<file path="config.mk">
export PLATFORM = sky130hd
export DESIGN_NAME = fifo_wr_arbiter
export DESIGN_NICKNAME = d
export VERILOG_FILES = /design/src/rtl/fifo_arb_pkg.sv /design/src/rtl/rr_pick.sv /design/src/rtl/fifo_wr_arbiter.sv
export SDC_FILE = /design/constraint.sdc
export NUM_CORES = 1
export LEC_CHECK = 0
export ABC_AREA = 1
export CAP_MARGIN = 20
export CORE_MARGIN = 4
export CORE_UTILIZATION = 40
export CTS_BUF_LIST = sky130_fd_sc_hd__clkbuf_16
export CTS_CLUSTER_DIAMETER = 200
export DETAILED_ROUTE_END_ITERATION = 16
export PLACE_DENSITY = 0.78
export SLEW_MARGIN = 20
export SYNTH_ARGS = -nofsm -noshare
export SYNTH_HDL_FRONTEND = slang
export SYNTH_HIERARCHICAL = 1
export SYNTH_SLANG_ARGS = --single-unit
</file>
<file path="constraint.sdc">
create_clock -name clk_i -period 3.57 [get_ports clk_i]
set_input_delay 0.714 -clock clk_i [delete_from_list [all_inputs] [get_ports clk_i]]
set_output_delay 0.714 -clock clk_i [all_outputs]
set_load 0.01 [all_outputs]
</file>
<file path="src/rtl/fifo_arb_pkg.sv">
// Shared constants for the FIFO write-port arbiter.
// State encoding is kept as plain localparam constants so older blocks
// that compare raw state bits keep working.
package fifo_arb_pkg;

    localparam logic [0:0] ST_IDLE  = 1'b0;
    localparam logic [0:0] ST_BURST = 1'b1;

    // Width of the optional FIFO-full stall counter.
    localparam int STALL_CNT_W = 16;

endpackage

</file>
<file path="src/rtl/rr_pick.sv">
// Combinational round-robin picker: returns the first set request found
// when scanning cyclically from ptr+1, as a one-hot vector and an index.
// Kept free of arbiter state so other arbiters can reuse it.
module rr_pick
    import fifo_arb_pkg::*;
#(
    parameter int N     = 4,
    parameter int IDX_W = $clog2(N)
) (
    input  logic [N-1:0]     req,
    input  logic [IDX_W-1:0] ptr,
    output logic [N-1:0]     gnt,
    output logic [IDX_W-1:0] idx,
    output logic             any
);

    logic [IDX_W-1:0] cand;

    // Scan N candidates starting one past the last owner; first hit wins.
    always_comb begin
        gnt  = '0;
        idx  = '0;
        any  = 1'b0;
        cand = '0;
        for (int off = 1; off <= N; off++) begin
            cand = IDX_W'((int'(ptr) + off) % N);
            if (!any && req[cand]) begin
                any       = 1'b1;
                gnt[cand] = 1'b1;
                idx       = cand;
            end
        end
    end

endmodule

</file>
<file path="src/rtl/fifo_wr_arbiter.sv">
// Round-robin arbiter sharing one FIFO write port between NUM_REQ producers.
// One owner at a time gets a burst of up to MAX_BURST words; FIFO full
// stalls the burst without releasing it. Acceptance is zero-latency:
// wr_en_o/ack_o/wdata_o are combinational from registered state + req/full.
// busy_o is the FSM state bit (BURST=1) and doubles as its debug view.
//
// Handshake: a word of requester k transfers in any cycle where
// ack_o[k]=1 (equivalently wr_en_o=1 with gnt_o[k]=1). The producer keeps
// req_i[k] and its word stable until it sees ack_o[k].
//
// Optional build macro FIFO_WR_ARB_STALL_CNT_EN adds stall_cnt_o, a
// saturating count of cycles the owner was blocked by FIFO full.
module fifo_wr_arbiter
    import fifo_arb_pkg::*;
#(
    parameter int NUM_REQ   = 4,
    parameter int WIDTH     = 8,
    parameter int MAX_BURST = 4,
    parameter int CNT_W     = $clog2(MAX_BURST + 1)
) (
    input  logic                     clk_i,
    input  logic                     rst_i,
    input  logic [NUM_REQ-1:0]       req_i,
    input  logic [NUM_REQ*WIDTH-1:0] wdata_i,
    input  logic                     full_i,
    output logic [NUM_REQ-1:0]       ack_o,
    output logic [NUM_REQ-1:0]       gnt_o,
    output logic                     wr_en_o,
    output logic [WIDTH-1:0]         wdata_o,
    output logic                     busy_o
`ifdef FIFO_WR_ARB_STALL_CNT_EN
    ,
    output logic [STALL_CNT_W-1:0]   stall_cnt_o
`endif
);

    localparam int PTR_W = $clog2(NUM_REQ);

    logic [0:0]         state_q;
    logic [NUM_REQ-1:0] gnt_q;
    logic [PTR_W-1:0]   ptr_q;    // last owner; equals current owner in BURST
    logic [CNT_W-1:0]   cnt_q;

    logic [NUM_REQ-1:0] pick_gnt;
    logic [PTR_W-1:0]   pick_idx;
    logic               pick_any;

    logic [WIDTH-1:0]   words [NUM_REQ];
    logic               in_burst;
    logic               owner_req;
    logic               accept;
    logic               last_word;

    rr_pick #(
        .N     (NUM_REQ),
        .IDX_W (PTR_W)
    ) u_pick (
        .req (req_i),
        .ptr (ptr_q),
        .gnt (pick_gnt),
        .idx (pick_idx),
        .any (pick_any)
    );

    // Unpack the per-requester words so the owner's word is a simple select.
    always_comb begin
        for (int k = 0; k < NUM_REQ; k++) begin
            words[k] = wdata_i[k*WIDTH +: WIDTH];
        end
    end

    // Acceptance decode. Reset suppresses the write so an abandoned burst
    // never pushes a word on the reset edge.
    always_comb begin
        in_burst  = (state_q == ST_BURST);
        owner_req = req_i[ptr_q];
        accept    = in_burst & owner_req & ~full_i & ~rst_i;
        last_word = (cnt_q == CNT_W'(MAX_BURST - 1));
    end

    assign wr_en_o = accept;
    assign ack_o   = accept ? gnt_q : '0;
    assign wdata_o = accept ? words[ptr_q] : '0;
    assign gnt_o   = gnt_q;
    assign busy_o  = in_burst;

    // Arbitration FSM: IDLE picks an owner (one-cycle bubble), BURST
    // streams words until the burst limit or the owner drops its request.
    always_ff @(posedge clk_i) begin
        if (rst_i) begin
            state_q <= ST_IDLE;
            gnt_q   <= '0;
            ptr_q   <= PTR_W'(NUM_REQ - 1);
            cnt_q   <= '0;
        end else begin
            case (state_q)
                ST_IDLE: begin
                    if (pick_any) begin
                        state_q <= ST_BURST;
                        gnt_q   <= pick_gnt;
                        ptr_q   <= pick_idx;
                        cnt_q   <= '0;
                    end
                end
                default: begin
                    if (!owner_req) begin
                        state_q <= ST_IDLE;
                        gnt_q   <= '0;
                    end else if (!full_i) begin
                        if (last_word) begin
                            state_q <= ST_IDLE;
                            gnt_q   <= '0;
                            cnt_q   <= '0;
                        end else begin
                            cnt_q <= cnt_q + 1'b1;
                        end
                    end
                end
            endcase
        end
    end

`ifdef FIFO_WR_ARB_STALL_CNT_EN
    logic [STALL_CNT_W-1:0] stall_q;

    // Count owner cycles blocked by FIFO full, saturating at all-ones.
    always_ff @(posedge clk_i) begin
        if (rst_i) begin
            stall_q <= '0;
        end else if (in_burst && owner_req && full_i && (stall_q != '1)) begin
            stall_q <= stall_q + 1'b1;
        end
    end

    assign stall_cnt_o = stall_q;
`endif

endmodule

</file>
After elaboration in Yosys (flattened, before gate mapping)
Cells that the tools add are included.
- register bits after elaboration: 10
- $add $sub $neg: 5
- order comparisons: 10
- equal/unequal tests: 5
- muxes and demuxes: 50
- bitwise logic cells: 10
- reductions and logical operators: 14
- operator list (cell ; count):
    2-to-1 mux 4 bit ; 10
    2-to-1 mux 8 bit ; 3
    2-to-1 mux 1 bit ; 18
    binary-select mux 8 bit (select 2 bit) ; 1
    less-than comparator 2 x 3 -> 1 bit, second input constant ; 5
    2-to-1 mux 3 bit ; 5
    OR 4 bit ; 3
    binary-select mux 1 bit (select 2 bit) ; 5
    demux 1 bit (select 2 bit) ; 4
    >= comparator 2 x 1 -> 1 bit, second input constant ; 4
    2-to-1 mux 2 bit ; 4
    logical AND 1 bit ; 7
    AND reduction 3 bit ; 2
    adder 2 x 1 -> 2 bit, second input constant ; 2
    adder 2 bit, second input constant ; 2
    adder 3 x 1 -> 3 bit, second input constant ; 1
    AND 1 bit ; 3
    == test 3 x 2 -> 1 bit, second input constant ; 1
    >= comparator 3 bit, second input constant ; 1
    logical NOT 1 bit ; 3
    != test 3 x 2 -> 1 bit, second input constant ; 1
    != test 3 bit, second input constant ; 1
    NOT 1 bit ; 3
    NOT 2 -> 3 bit ; 1
    4 further kinds ; 4

Longest topological paths before layout
Gate-level depths: netlist of the first run.
- word-level depth: 15
- gate-level depth with buffers: 16
- mapped depth without buffers: 14

Hierarchy
The synthesis of the first run kept the hierarchy.
- modules (own cells, without submodules) (module ; instances ; cells each ; area each (um^2) ; sequential area each (um^2)):
    fifo_wr_arbiter ; 1 ; 147 ; 879.6 ; 200.2
    rr_pick ; 1 ; 81 ; 535.5 ; 0.0

Least setup slack after synthesis of the first run
Ideal clock, no wire load.
- path type: flip-flop to flip-flop
- start point: reg ptr_q[0]
- end point: reg cnt_q[0]
- arrival time: 2.081 ns
- data required time: 3.457 ns
- setup slack: 1.376 ns
- stages on the path, launching flop included: 17
- period minus slack after synthesis: 2.194 ns
- path through: dfxtp_1 buf_6 inv_8 ha_1 inv_2 nand3_4 nand2_4 nor2_4 buf_6 nand4_1 inv_1 nor2_2 inv_1 nand2_1 nand2_1 nand2_1 nor2_1
- cells in the longest elaborated chain, start to end: 15
- elaborated cells on any way between the ends: 27
- those cells by class: add/sub (4); eq/ne (1); mux (14); reduce/logical (8)
- ends and longest elaborated chain (item ; line ; text):
    start, declared ; fifo_wr_arbiter.sv:41 ; logic [PTR_W-1:0] ptr_q;
    start signal, assigned ; fifo_wr_arbiter.sv:93 ; ptr_q <= PTR_W'(NUM_REQ - 1);
    start signal, assigned ; fifo_wr_arbiter.sv:101 ; ptr_q <= pick_idx;
    adder 2 x 1 -> 2 bit ; rr_pick.sv:26 ; cand = IDX_W'((int'(ptr) + off) % N);
    binary-select mux 1 bit (select 2 bit) ; rr_pick.sv:27 ; if (!any && req[cand]) begin
    2-to-1 mux 1 bit (not written as such) ; rr_pick.sv:27 ;
    2-to-1 mux 1 bit ; rr_pick.sv:27 ;
    logical NOT 1 bit ; rr_pick.sv:27 ;
    logical AND 1 bit ; rr_pick.sv:27 ;
    2-to-1 mux 1 bit ; rr_pick.sv:27 ;
    logical NOT 1 bit ; rr_pick.sv:27 ;
    logical AND 1 bit ; rr_pick.sv:27 ;
    2-to-1 mux 1 bit ; rr_pick.sv:27 ;
    logical NOT 1 bit ; rr_pick.sv:27 ;
    logical AND 1 bit ; rr_pick.sv:27 ;
    2-to-1 mux 1 bit (*) ; rr_pick.sv:27 ;
    net pick_any ; fifo_wr_arbiter.sv:46 ; logic pick_any;
    nonzero test 2 bit (no line) (*) ; -- ;
    AND reduction 3 bit (no line) (*) ; -- ;
    end signal, assigned ; fifo_wr_arbiter.sv:115 ; cnt_q <= cnt_q + 1'b1;
    end, declared ; fifo_wr_arbiter.sv:42 ; logic [CNT_W-1:0] cnt_q;
The timed path passes the listed nets; every way through them passes the cells marked *. The select of a mux whose other input is x is not followed.
A chain may end at the register's enable or synchronous reset.

Worst setup path in the final report of the first run
- start point: in req_i[2]
- end point: out wdata_o[0]
- cells in the longest elaborated chain, start to end: 6
- ends and longest elaborated chain (item ; line ; text):
    start, declared ; fifo_wr_arbiter.sv:23 ; input logic [NUM_REQ-1:0] req_i,
    binary-select mux 1 bit (select 2 bit) ; fifo_wr_arbiter.sv:76 ; owner_req = req_i[ptr_q];
    2-to-1 mux 1 bit (not written as such) ; fifo_wr_arbiter.sv:76 ;
    AND 1 bit (3 in series) ; fifo_wr_arbiter.sv:77 ; accept = in_burst & owner_req & ~full_i & ~rst_i;
    2-to-1 mux 8 bit ; fifo_wr_arbiter.sv:83 ; assign wdata_o = accept ? words[ptr_q] : '0;
    end, declared ; fifo_wr_arbiter.sv:29 ; output logic [WIDTH-1:0] wdata_o,
No other way between the ends. The select of a mux whose other input is x is not followed.

==> results.sh, run 1 <==
export IMPL_layout_drive_gt1_share_pct=11.3
export IMPL_reg2reg_depth=13
export IMPL_initial_utilization_pct=41.7
export IMPL_crit_reg2reg_launch="ptr_q[1]"
export IMPL_fin_worst_skew_ns=0.000526
export IMPL_finalCoreUtilization_pct=61.2
export IMPL_ctsHoldBuffers=0
export IMPL_syn_inst=228
export IMPL_yosysTopAreaCellShare_pct=14.1
export IMPL_nets=333
export IMPL_ir_worst_vdd_v=0.000259
export IMPL_slew_violations=0
export IMPL_tns_ns=0
export IMPL_grtUsageTotal_pct=17.8
export IMPL_yosys_area_top_type="dfxtp_1"
export IMPL_rr_endpoint="cnt_q[0]"
export IMPL_clock_path_buffers=2
export IMPL_min_path_cells=2
export IMPL_cp_start_kind="input pin"
export IMPL_antenna_left=0
export IMPL_ys_types=26
export IMPL_syn_nets=276
export IMPL_hpwl_um=3080
export IMPL_hold_viol=0
export IMPL_holdCritPathClass="reg2reg"
export IMPL_htree_num_levels=1
export IMPL_grt_pass1_vias=1508
export IMPL_syn_cell_area_um2=1420
export IMPL_required_ns=2.86
export IMPL_synth_common_cells="nor2_1 (45), nand2_1 (37), inv_1 (22), nand3_1 (22), a21oi_1 (21)"
export IMPL_synth_ff_latch_count=10
export IMPL_syn2layout_area_growth_pct=46.7
export IMPL_synth_mux_area_fraction_pct=0
export IMPL_rrSetupSlack_ns=1.12
export IMPL_rows=21
export IMPL_crit_type="in2out"
export IMPL_syn_avg_cell_area_um2=6.21
export IMPL_root_buffer="clkbuf_16"
export IMPL_yosysMostFrequentCell="nor2_1"
export IMPL_first_pass_iters=4
export IMPL_io_buffer_count=56
export IMPL_cts_tree="yes"
export IMPL_yosys_area_share_adder_pct=7.96
export IMPL_via_per_inst=4.97
export IMPL_slew_limit_headroom_pct=61.9
export IMPL_synth_edf_count=0
export IMPL_synth_area_leaders="dfxtp_1 (14%), nor2_1 (12%), nand2_1 (9.8%)"
export IMPL_clock_sinks=10
export IMPL_outcome="finished clean"
export IMPL_crit_arrival_ns=2.56
export IMPL_fin_crit_ns=3.27
export IMPL_critPathSlowestCell="clkdlybuf4s50_1"
export IMPL_synth_seq_area_share_pct=14.1
export IMPL_cp_cell_sequence="clkdlybuf4s50_1 > inv_1 > nand2_2 > nand3_4 > nand2_4 > nand4_4 > a21oi_1 > clkdlybuf4s50_1"
export IMPL_die_area_um2=4550
export IMPL_period_share_pct=91.7
export IMPL_holdPathEnd="gnt_o[1]"
export IMPL_synth_main_ff_cell="dfxtp_1"
export IMPL_remaining_drc_errors=0
export IMPL_cp_common_cell="clkdlybuf4s50_1"
export IMPL_grt_pass1_wl_um=6420
export IMPL_n_antenna_cell=0
export IMPL_wl_per_cell_um=12.1
export IMPL_async_flop_share_pct=0
export IMPL_vias=1641
export IMPL_min_delay_start="gnt_o[1]"
export IMPL_pwr_density_cell_nw_per_um2=705
export IMPL_critPathMaxStageDelay_ns=0.56
export IMPL_yosys_warnings=6
export IMPL_worst_slack_ns=0.297
export IMPL_synthSimpleGateAreaFrac_pct=48.0
export IMPL_max_freq_mhz=305
export IMPL_clk_pin_slew_ns=0.04
export IMPL_post_cts_buffers=0
export IMPL_synth_compound_area_share_pct=16.8
export IMPL_dr_first_iter_drc_count=69
export IMPL_core_um2=3390
export IMPL_end_kind="output pin"
export IMPL_tightestPinTransition_ns=0.571
export IMPL_ios=57
export IMPL_drv_cap=0
export IMPL_place_gp_congestion=0.783
export IMPL_setup_viol=0
export IMPL_startpoint="req_i[2]"
export IMPL_cts_resized_gates=0
export IMPL_grt_remaining_overflow=0
export IMPL_clock_latency_ns=0.24
export IMPL_die_h_um=67.5
export IMPL_grt_max_degree=20
export IMPL_yosys_area_share_xor_xnor_pct=0
export IMPL_fill_cells=318
export IMPL_numCtsBuffers=3
export IMPL_crit_fanout=13
export IMPL_rsz0062_at_grt="false"
export IMPL_die_w_um=67.5
export IMPL_p_leak_nw=0.913
export IMPL_antenna_found_initial=0
export IMPL_post_place_ws_ns=0.295
export IMPL_synth_top_family_by_area="simple AND/OR/NAND/NOR gates"
export IMPL_drt_total_wl_um=3980
==> layout by cell type (no fill, tap or decap), drive strengths merged, types with 7 or more instances in the layout <==
cell,count
nand4,7
nand3,27
ha,9
o21ai,16
nor2,48
nand2,48
dfxtp,10
a21oi,21
clkdlybuf4s50,56
inv,27
==> final cells by class <==
class                      count  area [um^2]  share of cell area, %
inverter                      27          119                   5.73
clock inverter                 1         3.75                  0.181
timing repair buffer          60          591                   28.5
sequential                    10          200                   9.64
clock buffer                   3         75.1                   3.62
multi-input combinational    183         1030                   49.6
tap                           46         57.6                   2.77
==> through the flow <==
step                instance area [um^2]  power, mW  hold slack, ns  std cells
finish                              2080       1.46           0.475        330
global route                        2080       1.60           0.505        330
CTS                                 2080       1.47           0.479        330
detailed placement                  2000       1.26           0.476        326
global placement                    2000       1.25           0.469        326
floorplan                           1420       1.02           0.482        228
==> flip-flops by register name, indices dropped and copies added, names as in the netlist <==
register and cells:
gnt_o 4, cnt_q 3, ptr_q 2, busy_o 1
==> power breakdown <==
group / switching [mW] / internal [mW] / leakage, nW
clock network: 0.0560 / 0.147 / 0.0385
logic: 0.637 / 0.405 / 0.793
registers: 0.0609 / 0.156 / 0.0823
total: 0.754 / 0.709 / 0.913
==> worst max path at each step <==
stage	end	slack [ns]	depth (start not counted)
2_1_floorplan	cnt_q[0]	1.38	16
3_3_place_gp	wdata_o[5]	0.33	8
3_5_place_dp	wdata_o[5]	0.30	8
4_1_cts	wdata_o[5]	0.29	8
5_1_grt	wdata_o[4]	0.16	8
6_report	wdata_o[0]	0.30	8
==> cells by family (layout without fill, tap and decap cells) <==
| family | count (synthesis) | after routing |
|---|---|---|
| compound gates | 44 | 44 |
| fa+ha+maj | 9 | 9 |
| buf+inv | 35 | 91 |
| flops | 10 | 10 |
| simple gates | 130 | 130 |
==> routing by layer <==
layer / routed length [um] / GRT usage (%) / share of wire (%) / vias up
met5: 0 / 0 / 0 / -
met4: 43 / 5.82 / 1.1 / 0
met3: 405 / 4.16 / 10 / 5
met2: 1760 / 31.8 / 44 / 54
met1: 1770 / 20.7 / 44 / 720
li1: - / - / - / 862
==> critical path, delay by kind of cell <==
family / cells / cell delay (ns)
AOI/OAI and AO/OA: 1 / 0.21
buffers and inverters: 3 / 1.17
and+or+nand+nor: 4 / 0.46
Power figures use the tool's default switching activity.
==> inputs of run 2 (changes only) <==
--- a/config.mk
+++ b/config.mk
@@ -9,7 +9,7 @@
 export CAP_MARGIN = 20
 export CORE_MARGIN = 4
 export CORE_UTILIZATION = 40
-export CTS_BUF_LIST = sky130_fd_sc_hd__clkbuf_16
+export CTS_BUF_LIST = sky130_fd_sc_hd__clkbuf_8
 export CTS_CLUSTER_DIAMETER = 200
 export DETAILED_ROUTE_END_ITERATION = 16
 export PLACE_DENSITY = 0.78
==> run 2 against run 1 <==
Effect of this change:
- global-route usage fell by 0.21 points
- largest cell class unchanged
- non-clock buffer count did not move
- count of clock-buffer cells in the layout rose by 1
- highest routed layer unchanged
- largest power group unchanged
- sequential cell count did not move
- critical path type unchanged
- critical endpoint unchanged
- register-to-register slack barely moved
- critical path depth did not move
- clock power fell by 31%
- sequential power barely moved
==> results.sh, run 2 (synthesis results as in run 1) <==
export IMPL_min_delay_start="gnt_o[1]"
export IMPL_crit_fanout=13
export IMPL_period_share_pct=91.6
export IMPL_clock_latency_ns=0.23
export IMPL_antenna_found_initial=0
export IMPL_rows=21
export IMPL_rr_endpoint="cnt_q[0]"
export IMPL_via_per_inst=5.00
export IMPL_antenna_left=0
export IMPL_pwr_density_cell_nw_per_um2=682
export IMPL_htree_num_levels=1
export IMPL_largest_register_ff_count=4
export IMPL_fin_crit_ns=3.27
export IMPL_remaining_drc_errors=0
export IMPL_p_switching_mw=0.742
export IMPL_drt_total_wl_um=3930
export IMPL_critPathBufInv=3
export IMPL_cts_resized_gates=0
export IMPL_holdCritPathClass="reg2reg"
export IMPL_rsz0062_at_grt="false"
export IMPL_final_cells=330
export IMPL_crit_type="in2out"
export IMPL_grt_pass1_vias=1527
export IMPL_syn2layout_area_growth_pct=45.0
export IMPL_p_total_mw=1.40
export IMPL_dp_cells=326
export IMPL_clock_path_buffers=2
export IMPL_ctsHoldBuffers=0
export IMPL_cp_cell_sequence="clkdlybuf4s50_1 > inv_1 > nand2_2 > nand3_4 > nand2_4 > nand4_4 > a21oi_1 > clkdlybuf4s50_1"
export IMPL_layout_drive_gt1_share_pct=11.6
export IMPL_clock_sinks=10
export IMPL_cts_tree="yes"
export IMPL_power_frac_comb_pct=74.5
export IMPL_numCtsBuffers=3
export IMPL_crit_reg2reg_launch="ptr_q[1]"
export IMPL_outcome="finished clean"
export IMPL_p_int_mw=0.658
export IMPL_root_buffer="clkbuf_8"
export IMPL_post_cts_buffers=0
export IMPL_core_um2=3390
export IMPL_nets=333
export IMPL_end_kind="output pin"
export IMPL_cp_common_cell="clkdlybuf4s50_1"
export IMPL_seqPwrFrac_pct=15.4
export IMPL_first_pass_iters=4
export IMPL_critPathMaxStageDelay_ns=0.56
export IMPL_rrSetupSlack_ns=1.11
export IMPL_cp_top_family="buffers and inverters"
export IMPL_ios=57
export IMPL_grtUsageTotal_pct=17.6
export IMPL_grt_remaining_overflow=0
export IMPL_fin_worst_skew_ns=0.00412
export IMPL_grt_pass1_wl_um=6420
export IMPL_cp_start_kind="input pin"
export IMPL_slew_limit_headroom_pct=62.0
export IMPL_setup_viol=0
export IMPL_tightestPinTransition_ns=0.569
export IMPL_holdPathEnd="gnt_o[1]"
export IMPL_io_buffer_count=56
export IMPL_final_cell_mix="clkdlybuf4s50_1 (56), nor2_1 (45), nand2_1 (37), inv_1 (22), nand3_1 (22)"
export IMPL_mostFrequentLayoutCell="clkdlybuf4s50_1"
export IMPL_required_ns=2.86
export IMPL_max_freq_mhz=306
export IMPL_hpwl_um=3080
export IMPL_critPathSlowestCell="clkdlybuf4s50_1"
export IMPL_slew_violations=0
export IMPL_ir_worst_vdd_v=0.000260
export IMPL_grt_max_degree=20
export IMPL_crit_arrival_ns=2.56
export IMPL_drv_cap=0
export IMPL_die_area_um2=4550
export IMPL_dr_first_iter_drc_count=55
export IMPL_clkPwrFrac_pct=10.1
export IMPL_tns_ns=0
export IMPL_hold_viol=0
export IMPL_n_antenna_cell=0
export IMPL_min_path_cells=2
export IMPL_reg2reg_depth=13
export IMPL_die_h_um=67.5
export IMPL_p_leak_nw=0.904
export IMPL_clk_pin_slew_ns=0.05
export IMPL_die_w_um=67.5
export IMPL_initial_utilization_pct=41.7
export IMPL_vias=1650
export IMPL_place_gp_congestion=0.783
export IMPL_swShare_pct=53.0
export IMPL_wl_per_cell_um=11.9
run 2: how the worst max path moves through the flow:
| stage | from | endpoint | slack (ns) | cells past startpoint |
|---|---|---|---|---|
| 2_1_floorplan | ptr_q[0] | cnt_q[0] | 1.38 | 16 |
| 3_3_place_gp | req_i[3] | wdata_o[5] | 0.33 | 8 |
| 3_5_place_dp | req_i[2] | wdata_o[5] | 0.30 | 8 |
| 4_1_cts | req_i[2] | wdata_o[5] | 0.29 | 8 |
| 5_1_grt | req_i[2] | wdata_o[4] | 0.16 | 8 |
| 6_report | req_i[2] | wdata_o[0] | 0.30 | 8 |
run 2: layout make-up:
type,count,area (um^2)
Fill cell,322,1340
Multi-Input combinational cell,183,1030
Timing Repair Buffer,60,591
Sequential cell,10,200
Inverter,27,119
Tap cell,46,57.6
Clock buffer,4,55.1
run 2: power by group through the flow:
stage / clock network (mW) / registers [mW] / logic, mW
finish: 0.141 / 0.216 / 1.04
global placement: 0 / 0.216 / 1.03
floorplan: 0 / 0.206 / 0.814
CTS: 0.143 / 0.218 / 1.04
detailed placement: 0 / 0.219 / 1.04
global route: 0.152 / 0.228 / 1.17
run 2: worst register-to-register path: stages (launching register included):
cell	delay, ns
dfxtp_1	0.68
inv_1	0.13
ha_1	0.40
inv_2	0.09
nand3_4	0.12
nand2_4	0.08
nor2_4	0.25
nand4_1	0.11
inv_1	0.11
nor2_2	0.09
inv_1	0.10
nand2_1	0.07
nor2_1	0.09
nor2_1	0.05
run 2: layer usage:
| metal | wire, um | vias up | global-route usage (%) |
|---|---|---|---|
| li1 | - | 860 | - |
| met3 | 396 | 2 | 4.16 |
| met5 | 0 | - | 0 |
| met4 | 19 | 0 | 3.80 |
| met2 | 1750 | 57 | 31.8 |
| met1 | 1770 | 731 | 20.9 |
run 2: metrics by stage:
stage	area [um^2]	hold slack (ns)	util (%)	worst slack (ns)
detailed placement	2000	0.476	58.9	0.295
global route	2050	0.507	60.5	0.160
floorplan	1420	0.482	-	1.38
CTS	2050	0.480	60.5	0.292
global placement	2000	0.469	58.9	0.328
finish	2050	0.474	60.5	0.300
